===== src/rtl/greyscale_pipe_if.sv =====
// Pixel stream bundle for greyscale_pipe: upstream RGB + valid/ready in,
// downstream RGB + valid/ready out. Names are from the DUT's point of view.
interface greyscale_pipe_if #(
  parameter int DATA_W = 12
) ();
  logic [DATA_W-1:0] i_red, i_green, i_blue;
  logic              i_valid;
  logic              o_ready;
  logic [DATA_W-1:0] o_red, o_green, o_blue;
  logic              o_valid;
  logic              i_ready;

  modport slave (
    input  i_red, i_green, i_blue, i_valid, i_ready,
    output o_ready, o_red, o_green, o_blue, o_valid
  );

  modport master (
    output i_red, i_green, i_blue, i_valid, i_ready,
    input  o_ready, o_red, o_green, o_blue, o_valid
  );
endinterface


===== src/rtl/greyscale_pipe.sv =====
// Two-stage RGB-to-greyscale converter with programmable weights, output mode and full
// backpressure. Define GREYSCALE_THRESH_EN to turn mode 3 into a threshold against i_thresh.
module greyscale_pipe #(
  parameter int DATA_W      = 12,
  parameter int WEIGHT_W    = 4,
  parameter int SHIFT       = 3,
  parameter int W_RED_DEF   = 3,
  parameter int W_GREEN_DEF = 3,
  parameter int W_BLUE_DEF  = 2
) (
  input  logic                i_clk,
  input  logic                i_rst,
  greyscale_pipe_if.slave     pix,
  input  logic                i_cfg_load,
  input  logic [1:0]          i_mode,
  input  logic [WEIGHT_W-1:0] i_w_red,
  input  logic [WEIGHT_W-1:0] i_w_green,
  input  logic [WEIGHT_W-1:0] i_w_blue,
  input  logic [DATA_W-1:0]   i_thresh,
  output logic [31:0]         o_pix_count
);
  localparam int STAGES = 2;
  localparam int PROD_W = DATA_W + WEIGHT_W;
  localparam int SUM_W  = DATA_W + WEIGHT_W + 2;
  localparam logic [DATA_W-1:0] MAXV = '1;

  logic                           w_adv;
  logic [STAGES:1]                r_vld_pipe;
  logic [2:0][DATA_W-1:0]         w_pix_in, r_rgb_s1, w_out, r_out;
  logic [2:0][WEIGHT_W-1:0]       r_w;
  logic [2:0][PROD_W-1:0]         r_prod;
  logic [1:0]                     r_mode, r_mode_s1;
  logic [SUM_W-1:0]               w_sum, w_shift;
  logic [DATA_W-1:0]              w_grey;
  logic [31:0]                    r_pix_count;

  // Channel index 2 = red, 1 = green, 0 = blue.
  assign w_pix_in    = {pix.i_red, pix.i_green, pix.i_blue};
  assign w_adv       = ~r_vld_pipe[STAGES] | pix.i_ready;
  assign pix.o_ready = w_adv;
  assign pix.o_valid = r_vld_pipe[STAGES];
  assign {pix.o_red, pix.o_green, pix.o_blue} = r_out;
  assign o_pix_count = r_pix_count;

  always_ff @(posedge i_clk) begin
    if (i_rst) begin
      r_w    <= {WEIGHT_W'(W_RED_DEF), WEIGHT_W'(W_GREEN_DEF), WEIGHT_W'(W_BLUE_DEF)};
      r_mode <= 2'd1;
    end else if (i_cfg_load) begin
      r_w    <= {i_w_red, i_w_green, i_w_blue};
      r_mode <= i_mode;
    end
  end

  always_ff @(posedge i_clk) begin
    if (i_rst)      r_vld_pipe <= '0;
    else if (w_adv) r_vld_pipe <= {r_vld_pipe[STAGES-1:1], pix.i_valid};
  end

  // S1 datapath needs no reset: its contents only matter behind a set valid bit.
  always_ff @(posedge i_clk) begin
    if (w_adv) begin
      for (int c = 0; c < 3; c++)
        r_prod[c] <= PROD_W'(w_pix_in[c]) * PROD_W'(r_w[c]);
      r_rgb_s1  <= w_pix_in;
      r_mode_s1 <= r_mode;
    end
  end

`ifdef GREYSCALE_THRESH_EN
  logic [DATA_W-1:0] r_thresh_s1;
  always_ff @(posedge i_clk) begin
    if (w_adv) r_thresh_s1 <= i_thresh;
  end
`else
  logic w_unused_thresh;
  assign w_unused_thresh = ^i_thresh;
`endif

  assign w_sum   = SUM_W'(r_prod[0]) + SUM_W'(r_prod[1]) + SUM_W'(r_prod[2]);
  assign w_shift = w_sum >> SHIFT;
  assign w_grey  = (w_shift > SUM_W'(MAXV)) ? MAXV : w_shift[DATA_W-1:0];

  always_comb begin
    w_out = r_rgb_s1;
    case (r_mode_s1)
      2'd0: w_out = r_rgb_s1;
      2'd1: w_out = {3{w_grey}};
      2'd2: w_out = {3{MAXV - w_grey}};
`ifdef GREYSCALE_THRESH_EN
      2'd3: w_out = (w_grey >= r_thresh_s1) ? {3{MAXV}} : '0;
`else
      2'd3: w_out = {3{w_grey}};
`endif
      default: w_out = r_rgb_s1;
    endcase
  end

  always_ff @(posedge i_clk) begin
    if (i_rst)      r_out <= '0;
    else if (w_adv) r_out <= w_out;
  end

  always_ff @(posedge i_clk) begin
    if (i_rst)                           r_pix_count <= '0;
    else if (pix.o_valid && pix.i_ready) r_pix_count <= r_pix_count + 32'd1;
  end
endmodule


===== src/flat_wrapper.sv =====
// flat-port wrapper written by rule: the top's interface ports become plain ports
module greyscale_pipe_flat 
#(
  parameter int DATA_W      = 12,
  parameter int WEIGHT_W    = 4,
  parameter int SHIFT       = 3,
  parameter int W_RED_DEF   = 3,
  parameter int W_GREEN_DEF = 3,
  parameter int W_BLUE_DEF  = 2
)
  (i_clk, i_rst, i_cfg_load, i_mode, i_w_red, i_w_green, i_w_blue, i_thresh, o_pix_count, pix_i_red, pix_i_green, pix_i_blue, pix_i_valid, pix_i_ready, pix_o_ready, pix_o_red, pix_o_green, pix_o_blue, pix_o_valid);
  greyscale_pipe_if #(.DATA_W(DATA_W)) pix_i ();
  input  logic i_clk;
  input  logic i_rst;
  input  logic i_cfg_load;
  input  logic [1:0] i_mode;
  input  logic [WEIGHT_W-1:0] i_w_red;
  input  logic [WEIGHT_W-1:0] i_w_green;
  input  logic [WEIGHT_W-1:0] i_w_blue;
  input  logic [DATA_W-1:0] i_thresh;
  output logic [31:0] o_pix_count;
  input wire logic [$bits(pix_i.i_red)-1:0] pix_i_red;
  input wire logic [$bits(pix_i.i_green)-1:0] pix_i_green;
  input wire logic [$bits(pix_i.i_blue)-1:0] pix_i_blue;
  input wire logic [$bits(pix_i.i_valid)-1:0] pix_i_valid;
  input wire logic [$bits(pix_i.i_ready)-1:0] pix_i_ready;
  output wire logic [$bits(pix_i.o_ready)-1:0] pix_o_ready;
  output wire logic [$bits(pix_i.o_red)-1:0] pix_o_red;
  output wire logic [$bits(pix_i.o_green)-1:0] pix_o_green;
  output wire logic [$bits(pix_i.o_blue)-1:0] pix_o_blue;
  output wire logic [$bits(pix_i.o_valid)-1:0] pix_o_valid;
  assign pix_i.i_red = pix_i_red;
  assign pix_i.i_green = pix_i_green;
  assign pix_i.i_blue = pix_i_blue;
  assign pix_i.i_valid = pix_i_valid;
  assign pix_i.i_ready = pix_i_ready;
  assign pix_o_ready = pix_i.o_ready;
  assign pix_o_red = pix_i.o_red;
  assign pix_o_green = pix_i.o_green;
  assign pix_o_blue = pix_i.o_blue;
  assign pix_o_valid = pix_i.o_valid;
  greyscale_pipe #(.DATA_W(DATA_W), .WEIGHT_W(WEIGHT_W), .SHIFT(SHIFT), .W_RED_DEF(W_RED_DEF), .W_GREEN_DEF(W_GREEN_DEF), .W_BLUE_DEF(W_BLUE_DEF)) u_core (.i_clk(i_clk), .i_rst(i_rst), .pix(pix_i), .i_cfg_load(i_cfg_load), .i_mode(i_mode), .i_w_red(i_w_red), .i_w_green(i_w_green), .i_w_blue(i_w_blue), .i_thresh(i_thresh), .o_pix_count(o_pix_count));
endmodule

===== config.mk =====
export PLATFORM = sky130hd
export DESIGN_NAME = greyscale_pipe_flat
export DESIGN_NICKNAME = d
export VERILOG_FILES = /design/src/rtl/greyscale_pipe_if.sv /design/src/rtl/greyscale_pipe.sv /design/src/flat_wrapper.sv
export SDC_FILE = /design/constraint.sdc
export NUM_CORES = 1
export LEC_CHECK = 0
export CAP_MARGIN = 30
export CORE_MARGIN = 2
export CORE_UTILIZATION = 60
export CTS_CLUSTER_SIZE = 14
export DETAILED_ROUTE_END_ITERATION = 12
export PLACE_DENSITY_LB_ADDON = 0.15
export SYNTH_ARGS = -nofsm -noshare
export SYNTH_HDL_FRONTEND = slang
export SYNTH_SLANG_ARGS = --single-unit

===== constraint.sdc =====
create_clock -name i_clk -period 9.7 [get_ports i_clk]
set_input_delay 1.94 -clock i_clk [delete_from_list [all_inputs] [get_ports i_clk]]
set_output_delay 1.94 -clock i_clk [all_outputs]
set_load 0.1 [all_outputs]

# After elaboration in Yosys (flattened, before gate mapping)
# Index checks and enable logic that the tools add are counted.
# Widths: inputs -> output; s select.
[totals]
regBits = 170
elab_cells = 34
[op_classes]
multipliers = 3
n_addsub = 4
n_bitwise = 2
n_eq_ne = 3
n_reduce_logical = 3
n_mux = 2
order_cmp = 1
[ops]
columns = ["operator", "n"]
rows = [
  ["$pmux 36 s3", 1],
  ["$mul 12x4->16", 3],
  ["$add 32x1->32 const B", 1],
  ["$add 18x16->18", 1],
  ["$add 16x16->17", 1],
  ["$gt 15x12->1 const B", 1],
  ["$mux 12", 1],
  ["$sub 12x12->12 const A", 1],
  ["$eq 2x2->1 const B", 2],
  ["$eq 2x1->1 const B", 1],
  ["$logic_not 2->1", 1],
  ["$reduce_or 2->1", 1],
  ["$logic_and 1x1->1", 1],
  ["$not 1->1", 1],
  ["$or 1x1->1", 1],
]

# Depth between registers and ports, before layout
# Gate-level depths: netlist of the first run.
[depth]
ltp_word = 6
ltp_mapped = 19

# Worst setup path before layout of the first run
# OpenSTA, ideal clock, no wires.
[synth_path]
path_kind = "input to output"
start = "in pix_i_ready"
end = "out pix_o_ready"
slack_ns = 1.618
cell_stages = 5
arrival_time_ns = 6.142
t_required_ns = 7.760
path_cell_list = "nor2b_1 > clkdlybuf4s50_2 > inv_1 > clkbuf_1 > clkbuf_1"
[synth_between]
elab_chain_len = 1
[synth_rtl]
columns = ["item", "line", "rtl"]
rows = [
  ["start: declaration", "flat_wrapper.sv:26", "input wire logic [$bits(pix_i.i_ready)-1:0] pix_i_ready;"],
  ["$or 1x1->1", "greyscale_pipe.sv:39", "assign w_adv = ~r_vld_pipe[STAGES] | pix.i_ready;"],
  ["end: declaration", "flat_wrapper.sv:27", "output wire logic [$bits(pix_i.o_ready)-1:0] pix_o_ready;"],
]
# Every way passes these cells.

# Worst setup path in the final report of the first run
# Ends and elaborated chain as after synthesis.

==> results_tabular.tex, run 1 <==
\begin{tabular}{lr}
\hline
Metric & Value \\
\hline
\multicolumn{2}{l}{\textbf{Pwr}} \\
\quad Pwr dens & 336 nW/um\^{}2 \\
\quad Gate power share & 62.8\% \\
\quad Total power of the final layout & 4510 uW \\
\quad Switching power & approximately 2200 uW \\
\quad Reg power frac & 23.1\% \\
\quad Proportion of power drawn by the clock network & 14.1\% \\
\quad Switching part of the total power & around half \\
\quad Cell-internal power & 2330 uW \\
\quad Worst voltage drop across the vdd grid & 0.259 mV \\
\quad Leakage & 0.00586 uW \\
\multicolumn{2}{l}{\textbf{GRT}} \\
\quad Wire length of the first global-routing pass & 43000 um \\
\quad Via count of the first global-routing pass & 8481 \\
\quad Overflow after GRT & 0 \\
\quad Global routing usage summed across all routing layers & between 20\% and 30\% \\
\quad Pin count of the biggest net entering global routing & 53 \\
\quad Number of antenna violations at the first check in global routing & 0 \\
\multicolumn{2}{l}{\textbf{Synthesis}} \\
\quad Synth Net Count & about 1.4k \\
\quad Cells taking the most area after synthesis & edfxtp\_1 (22\%), dfxtp\_1 (15\%), fa\_1 (11\%) \\
\quad Post-synthesis share of cell area spent on xor and xnor gates & approximately 6.4\% \\
\quad Compound-Gate Fraction of Synth Area & 12.1\% \\
\quad Combinational family with the most area after synthesis & adder cells \\
\quad Per-instance average area after synthesis & 9.87 sq um \\
\quad Number of synthesized register bits & 170 \\
\quad Most area-hungry cell type in the Yosys netlist & edfxtp\_1 \\
\quad Area share of the leading cell type in the synthesized netlist & 22.5\% \\
\quad Synthesized netlist cell count & 1163 \\
\quad Area share of fa/ha/maj cells after synthesis & 20.8\% \\
\quad Most frequent cell after synthesis & nand2\_1 \\
\quad Synth Cell Area & 11500 sq um \\
\quad Number of flops mapped to enable cells by yosys & 86 \\
\quad Sequential share of the synthesized area & 37.1\% \\
\quad Portion of netlist area occupied by mux cells & 1.39\% \\
\quad Dominant register cell in the synthesized netlist & edfxtp\_1 \\
\quad Most numerous cell types in the synthesized netlist & nand2\_1 (155), ha\_1 (93), inv\_1 (88) \\
\quad Share of synthesized flip-flops with an asynchronous set or reset & 0\% \\
\quad Area share of and/or/nand/nor cells after synthesis & 17.9\% \\
\quad Count of unique library cells instantiated by Yosys & 70 \\
\quad Yosys warning count & 0 \\
\multicolumn{2}{l}{\textbf{Die}} \\
\quad Die Y-Extent & 142 um \\
\quad Top-Level Pins & 137 \\
\quad Horizontal extent of the die & 142 um \\
\quad FP Rows & 50 \\
\quad Core area & $\sim$19000 sq um \\
\quad Starting utilization of the core area & 61.2\% \\
\quad Die area & 20300 sq um \\
\multicolumn{2}{l}{\textbf{Critical path}} \\
\quad Crit. End Element & primary output \\
\quad Worst reg2reg setup slack & between 4 and 5 ns \\
\quad Start of the worst register-to-register path & u\_core.r\_prod[22] \\
\quad Worst reg-to-reg path cell count & 16 \\
\quad Required time worst endpoint & roughly 7.8 ns \\
\quad Slowest cell on the critical path & clkdlybuf4s50\_1 \\
\quad Endpoint of the worst register-to-register path & u\_core.pix.o\_red[3] \\
\quad CP cell instances & clkdlybuf4s50\_1 > nor2b\_1 > inv\_4 > clkdlybuf4s50\_1 \\
\quad Crit-path max FO & 35 \\
\quad Worst path bufs/invs & 3 \\
\quad Worst Path Class, Setup & in -> out \\
\quad Worst setup SP type & primary input \\
\quad Highest cell delay on the worst timing path & 1.06 ns \\
\quad Cell type with the highest occurrence count on the critical path & clkdlybuf4s50\_1 \\
\quad Category of cells accounting for the largest share of critical-path delay & buffers and inverters \\
\quad Crit path arrival time & between 4 and 5 ns \\
\multicolumn{2}{l}{\textbf{Timing}} \\
\quad Finish-stage setup viols & 0 \\
\quad Actual slew at the worst max-slew pin & 1.04 ns \\
\quad Worst slew margin relative to its limit & 30.5\% \\
\quad Maximum operating frequency & 158 MHz \\
\quad Fin Clk Skew & 0.00799 ns \\
\quad Tmin final & 6.34 ns \\
\quad Final-layout setup total negative slack & 0 ns \\
\quad Number of max-slew violations in the final report & 0 \\
\quad Final hold vios & 0 \\
\quad Period utilization & 65.4\% \\
\quad Setup repair after global routing missed its margin & no \\
\multicolumn{2}{l}{\textbf{Clocking}} \\
\quad Clk pin slew, worst setup/hold paths & around 0.070 ns \\
\quad Clock latency at the later pin of the worst-skew pair & around 0.43 ns \\
\quad Number of resized instances in the post-cts repair step & 0 \\
\quad Number of post-CTS setup repair buffers & 0 \\
\quad CTS tree & done \\
\quad Number of sinks on the clock net & 170 \\
\quad Hold buffer count at cts & 0 \\
\quad Maximum level of the CTS H-tree & 4 \\
\quad Deepest clock path buffer count & 2 \\
\quad Num CTS Buffers & 17 \\
\quad Clock tree root driver cell & clkbuf\_16 \\
\multicolumn{2}{l}{\textbf{Placement}} \\
\quad Count of input and output buffers & 124 \\
\quad Weighted congestion reported at the end of routability-driven placement & 0.897 \\
\quad HPWL Detailed & around 20000 um \\
\quad Cell area after placement & 12900 sq um \\
\multicolumn{2}{l}{\textbf{Min path}} \\
\quad Endpoint of the worst hold-timing path & u\_core.r\_mode\_s1[0] \\
\quad Worst Hold Launch & u\_core.r\_mode[0] \\
\quad Min-delay worst type & reg -> reg \\
\quad Cells on Worst Hold Path & 0 \\
\multicolumn{2}{l}{\textbf{Final layout}} \\
\quad Share of layout cells above drive strength 1 & 6.28\% \\
\quad Fill cells & 1419 \\
\quad Post-route standard cell area excluding fillers & 13400 sq um \\
\quad \# nets final & between 1k and 1.5k \\
\quad Ant diodes & 0 \\
\quad Multi-input gate area & 6730 sq um \\
\quad Synth-to-layout area growth & 17.1\% \\
\quad Area used by sequential logic in the layout & 4260 sq um \\
\multicolumn{2}{l}{\textbf{Route}} \\
\quad Total number of vias & 8782 \\
\quad Via/cell ratio & 5.77 \\
\quad Total routed wirelength & 26800 um \\
\quad Number of detailed-route iterations in the first pass & 5 \\
\quad Detailed router's first-iteration violation count & 572 \\
\quad Number of antenna-violating nets in the routed design & 0 \\
\quad Number of design rule violations left after detail routing & 0 \\
\quad Post-detailed-route wirelength per cell & 17.6 um \\
\multicolumn{2}{l}{\textbf{Outcome}} \\
\quad Result of the run & completed \\
\multicolumn{2}{l}{\textbf{Run}} \\
\quad Max-cap check violation count & 0 \\
\hline
\end{tabular}
-- flip-flops by register name, indices dropped and copies added (netlist names) --
signal / flops
u_core.r_rgb_s1: 36
u_core.r_vld_pipe: 2
u_core.r_mode_s1: 2
u_core.pix.o_green: 12
u_core.pix.o_red: 12
u_core.pix.o_blue: 12
u_core.o_pix_count: 32
u_core.r_mode: 2
u_core.r_w: 12
u_core.r_prod: 48
-- layout make-up --
class                           count  share of cell area (%)
Tap cell                          234                    2.18
Multi-Input combinational cell    870                    50.1
Sequential cell                   170                    31.7
Inverter                           88                    2.47
Timing Repair Buffer              129                    9.47
Clock inverter                     12                   0.633
Clock buffer                       20                    3.48
-- layer usage --
layer / up-vias / part of all wire (%) / track usage, %
met5: - / 0 / 0
met4: 0 / 4.2 / 13.1
met1: 4172 / 43 / 37.2
met3: 65 / 6.2 / 4.37
li1: 4259 / - / -
met2: 286 / 46 / 43.4
-- power groups by stage --
| stage | Clock (uW) | Sequential [uW] | Combinational, uW |
|---|---|---|---|
| floorplan | 0 | 1530 | 1700 |
| global placement | 0 | 1050 | 2700 |
| detailed placement | 0 | 1050 | 2780 |
| CTS | 647 | 1040 | 2800 |
| global route | 673 | 1060 | 3050 |
| finish | 638 | 1040 | 2840 |
-- kinds of logic (layout without fill, tap and decap cells) --
group                    Yosys count  count (layout)
AND/OR/NAND/NOR                  413             413
XOR/XNOR                          84              84
multiplexers                      16              16
adder cells (fa/ha/maj)          154             154
flip-flops                       170             170
buffers and inverters            123             249
AO/OA/AOI/OAI                    203             203
-- per-stage QoR --
| step | util, % | hold slack, ns | setup WS [ns] | cells |
|---|---|---|---|---|
| global placement | 68.7 | 0.417 | 3.41 | 1491 |
| global route | 71.7 | 0.448 | 3.20 | 1523 |
| floorplan | - | 0.408 | 1.62 | 1163 |
| detailed placement | 68.7 | 0.418 | 3.37 | 1491 |
| finish | 71.7 | 0.433 | 3.36 | 1523 |
| CTS | 71.7 | 0.434 | 3.36 | 1523 |
-- cells in the final DEF, fill, tap and decap left out, types with 13 or more instances in the layout --
master	Yosys	final
clkbuf_16	0	18
and3_1	13	13
fa_1	61	61
nor3_1	18	18
inv_1	88	87
xor2_1	35	35
a211oi_1	22	22
and2_1	60	60
a21o_1	16	16
dfxtp_1	84	84
nand3_1	20	20
nand2_1	155	155
xnor2_1	49	49
edfxtp_1	86	86
nor2_1	76	76
or3_1	13	13
a21oi_1	56	56
o21ai_0	44	44
ha_1	93	93
mux2i_1	16	16
clkdlybuf4s50_1	0	123
-- worst max-delay path by stage --
| stage | start | slack [ns] | depth (start not counted) | end |
|---|---|---|---|---|
| 5_1_grt | pix_i_ready | 3.20 | 4 | pix_o_ready |
| 6_report | pix_i_ready | 3.36 | 4 | pix_o_ready |
| 4_1_cts | pix_i_ready | 3.36 | 4 | pix_o_ready |
| 3_5_place_dp | pix_i_ready | 3.37 | 4 | pix_o_ready |
| 3_3_place_gp | pix_i_ready | 3.41 | 4 | pix_o_ready |
| 2_1_floorplan | pix_i_ready | 1.62 | 5 | pix_o_ready |
Power figures use the tool's default switching activity.
==> inputs of run 2 (changes only) <==
--- a/config.mk
+++ b/config.mk
@@ -7,7 +7,7 @@
 export LEC_CHECK = 0
 export CAP_MARGIN = 30
 export CORE_MARGIN = 2
-export CORE_UTILIZATION = 60
+export CORE_UTILIZATION = 57
 export CTS_CLUSTER_SIZE = 14
 export DETAILED_ROUTE_END_ITERATION = 12
 export PLACE_DENSITY_LB_ADDON = 0.15
==> constraint.sdc (replaced) <==
create_clock -name i_clk -period 6.3 [get_ports i_clk]
set_input_delay 1.26 -clock i_clk [delete_from_list [all_inputs] [get_ports i_clk]]
set_output_delay 1.26 -clock i_clk [all_outputs]
set_load 0.1 [all_outputs]
==> run 2 against run 1 <==
Wire length decreased by 2.9%. Register-to-register slack got worse by 3.2 ns. Clock-buffer cell count decreased by 3. Clock power increased by 65%. Setup slack got worse by 1.9 ns. Power increased by 54%. Non-clock buffer count unchanged. Combinational power increased by 51%. Largest cell class unchanged. Largest power group unchanged. Highest routed layer unchanged.
==> results_tabular.tex, run 2 (same netlist as run 1, synthesis figures left out) <==
\begin{tabular}{lr}
\hline
Metric & Value \\
\hline
\multicolumn{2}{l}{\textbf{Die}} \\
\quad Core area & just under 20000 sq um \\
\quad Die area & 21300 sq um \\
\quad Horizontal extent of the die & 146 um \\
\quad Starting utilization of the core area & 58.6\% \\
\quad Top-Level Pins & roughly 140 \\
\quad FP Rows & just over 50 \\
\quad Die Y-Extent & 146 um \\
\multicolumn{2}{l}{\textbf{Route}} \\
\quad Number of design rule violations left after detail routing & 0 \\
\quad Total number of vias & 8794 \\
\quad Via/cell ratio & 5.66 \\
\quad Detailed router's first-iteration violation count & roughly 620 \\
\quad Post-detailed-route wirelength per cell & 16.7 um \\
\quad Number of detailed-route iterations in the first pass & 5 \\
\quad Number of antenna-violating nets in the routed design & 0 \\
\quad Total routed wirelength & 26000 um \\
\multicolumn{2}{l}{\textbf{Timing}} \\
\quad Final-layout setup total negative slack & 0 ns \\
\quad Maximum operating frequency & 208 MHz \\
\quad Tmin final & 4.80 ns \\
\quad Number of max-slew violations in the final report & 0 \\
\quad Setup repair after global routing missed its margin & no \\
\quad Worst hold slack after final layout & 0.433 ns \\
\quad Actual slew at the worst max-slew pin & 1.03 ns \\
\quad Period utilization & 76.2\% \\
\quad Worst slew margin relative to its limit & 30.9\% \\
\quad Finish-stage setup viols & 0 \\
\quad Fin Clk Skew & between 0.01 and 0.015 ns \\
\quad Final hold vios & 0 \\
\multicolumn{2}{l}{\textbf{Min path}} \\
\quad Cells on Worst Hold Path & 0 \\
\quad Worst Hold Launch & u\_core.r\_mode[1] \\
\quad Min-delay worst type & reg -> reg \\
\quad Endpoint of the worst hold-timing path & u\_core.r\_mode\_s1[1] \\
\multicolumn{2}{l}{\textbf{Clocking}} \\
\quad Clk pin slew, worst setup/hold paths & 0.08 ns \\
\quad Clock tree root driver cell & clkbuf\_16 \\
\quad CTS tree & done \\
\quad Hold buffer count at cts & 0 \\
\quad Clock latency at the later pin of the worst-skew pair & 0.43 ns \\
\quad Number of post-CTS setup repair buffers & 0 \\
\quad Maximum level of the CTS H-tree & 4 \\
\quad Number of resized instances in the post-cts repair step & 0 \\
\quad Num CTS Buffers & 17 \\
\quad Deepest clock path buffer count & 2 \\
\quad Number of sinks on the clock net & 170 \\
\multicolumn{2}{l}{\textbf{Placement}} \\
\quad Count of input and output buffers & 124 \\
\quad Post-Place Cells & about 1.5k \\
\quad Weighted congestion reported at the end of routability-driven placement & 0.897 \\
\quad HPWL Detailed & 20200 um \\
\multicolumn{2}{l}{\textbf{Final layout}} \\
\quad Ant diodes & 0 \\
\quad Final standard cell count with taps included and fillers excluded & 1554 \\
\quad Largest register by flop count & u\_core.r\_prod \\
\quad Flip-flop count of the largest register after layout & 48 \\
\quad Leading cell type in the layout, fill and taps excluded & nand2\_1 \\
\quad Share of layout cells above drive strength 1 & around 6.4\% \\
\quad Synth-to-layout area growth & 17.9\% \\
\quad Most used cells in the layout excluding fill and tap cells & nand2\_1 (155), clkdlybuf4s50\_1 (123), ha\_1 (93) \\
\quad Fill cells & 1549 \\
\quad \# nets final & 1497 \\
\multicolumn{2}{l}{\textbf{GRT}} \\
\quad Number of antenna violations at the first check in global routing & 1 \\
\quad Pin count of the biggest net entering global routing & 70 \\
\quad Via count of the first global-routing pass & 8349 \\
\quad Global routing usage summed across all routing layers & 25.3\% \\
\quad Wire length of the first global-routing pass & between 40000 and 50000 um \\
\quad Overflow after GRT & 0 \\
\multicolumn{2}{l}{\textbf{Pwr}} \\
\quad Leakage & 0.00588 uW \\
\quad Worst voltage drop across the vdd grid & $\sim$0.36 mV \\
\quad Pwr dens & 513 nW/um\^{}2 \\
\quad Total power of the final layout & 6940 uW \\
\multicolumn{2}{l}{\textbf{Critical path}} \\
\quad Worst reg2reg setup slack & about 1.6 ns \\
\quad Required time worst endpoint & 6.48 ns \\
\quad Endpoint of the worst register-to-register path & u\_core.pix.o\_blue[3] \\
\quad Category of cells accounting for the largest share of critical-path delay & adder cells \\
\quad CP cell instances & clkdlybuf4s50\_1 > nand2\_1 > fa\_1 > fa\_1 > inv\_1 > fa\_1 > a21o\_1 > a21oi\_1 > o21ai\_0 > nand2\_1 > a21oi\_1 > a41o\_1 > o41ai\_1 > xnor2\_1 \\
\quad Highest cell delay on the worst timing path & 0.58 ns \\
\quad Worst reg-to-reg path cell count & 16 \\
\quad Start of the worst register-to-register path & u\_core.r\_prod[22] \\
\quad Worst Path Class, Setup & in -> reg \\
\quad Worst path bufs/invs & 2 \\
\quad Cell type with the highest occurrence count on the critical path & fa\_1 \\
\quad Worst setup SP type & primary input \\
\quad Crit path arrival time & 4.98 ns \\
\quad Crit. End Element & flop \\
\quad Slowest cell on the critical path & clkdlybuf4s50\_1 \\
\quad Crit-path max FO & 5 \\
\multicolumn{2}{l}{\textbf{Run}} \\
\quad Max-cap check violation count & 0 \\
\multicolumn{2}{l}{\textbf{Outcome}} \\
\quad Result of the run & completed \\
\hline
\end{tabular}
## run 2: cell count changes in the layout (fill, tap and decap cells not counted), sizes merged
cell | before | now
clkbuf | 20 | 17
clkinv | 4 | 3
bufinv | 0 | 1
inv | 95 | 98
## run 2: per-stage QoR
step	setup WS [ns]	cell area, sq um	utilization [%]
after detailed placement	1.09	12900	66.0
after floorplan	1.28	11500	-
final	1.50	13500	69.1
after CTS	1.52	13500	69.0
after global routing	1.22	13500	69.1
after global placement	1.14	12900	66.0
## run 2: area by class of cell
type	count	area (sq um)	area share [%]
Clock inverter	15	171	1.27
Clock buffer	17	425	3.14
Timing Repair Buffer	129	1280	9.46
Multi-Input combinational cell	870	6730	49.7
Sequential cell	170	4260	31.5
Inverter	88	333	2.46
Tap cell	265	332	2.45
## run 2: routing by layer
metal,wire length [um],GRT usage (%),vias to the layer above,part of all wire (%)
li1,-,-,4268,-
met1,11900,35.1,4270,46
met2,12200,41.5,226,47
met3,1290,3.57,30,5.0
met4,518,7.40,0,2.0
met5,0,0,-,0
## run 2: worst max path at each step
stage,from,to,cells past startpoint
2_1_floorplan,pix_i_ready,pix_o_ready,5
3_3_place_gp,pix_i_green[2],u_core.r_prod[30],14
3_5_place_dp,pix_i_green[0],u_core.r_prod[30],14
4_1_cts,pix_i_green[0],u_core.r_prod[30],14
5_1_grt,pix_i_green[2],u_core.r_prod[30],14
6_report,pix_i_green[2],u_core.r_prod[30],14
## run 2: power by group
| part | leakage [uW] | switching, uW | total, uW | internal [uW] |
|---|---|---|---|---|
| Clock | 0.000291 | 484 | 1050 | 567 |
| Sequential | 0.00161 | 148 | 1610 | 1460 |
| Combinational | 0.00398 | 2710 | 4280 | 1570 |
## run 2: worst register-to-register path: cells and delay by family (launching register included)
| kind | cells | cell delay (ns) |
|---|---|---|
| fa+ha+maj | 2 | 0.57 |
| simple gates | 4 | 1.41 |
| flops | 1 | 0.42 |
| compound gates | 9 | 2.06 |
| xor+xnor | 1 | 0.15 |
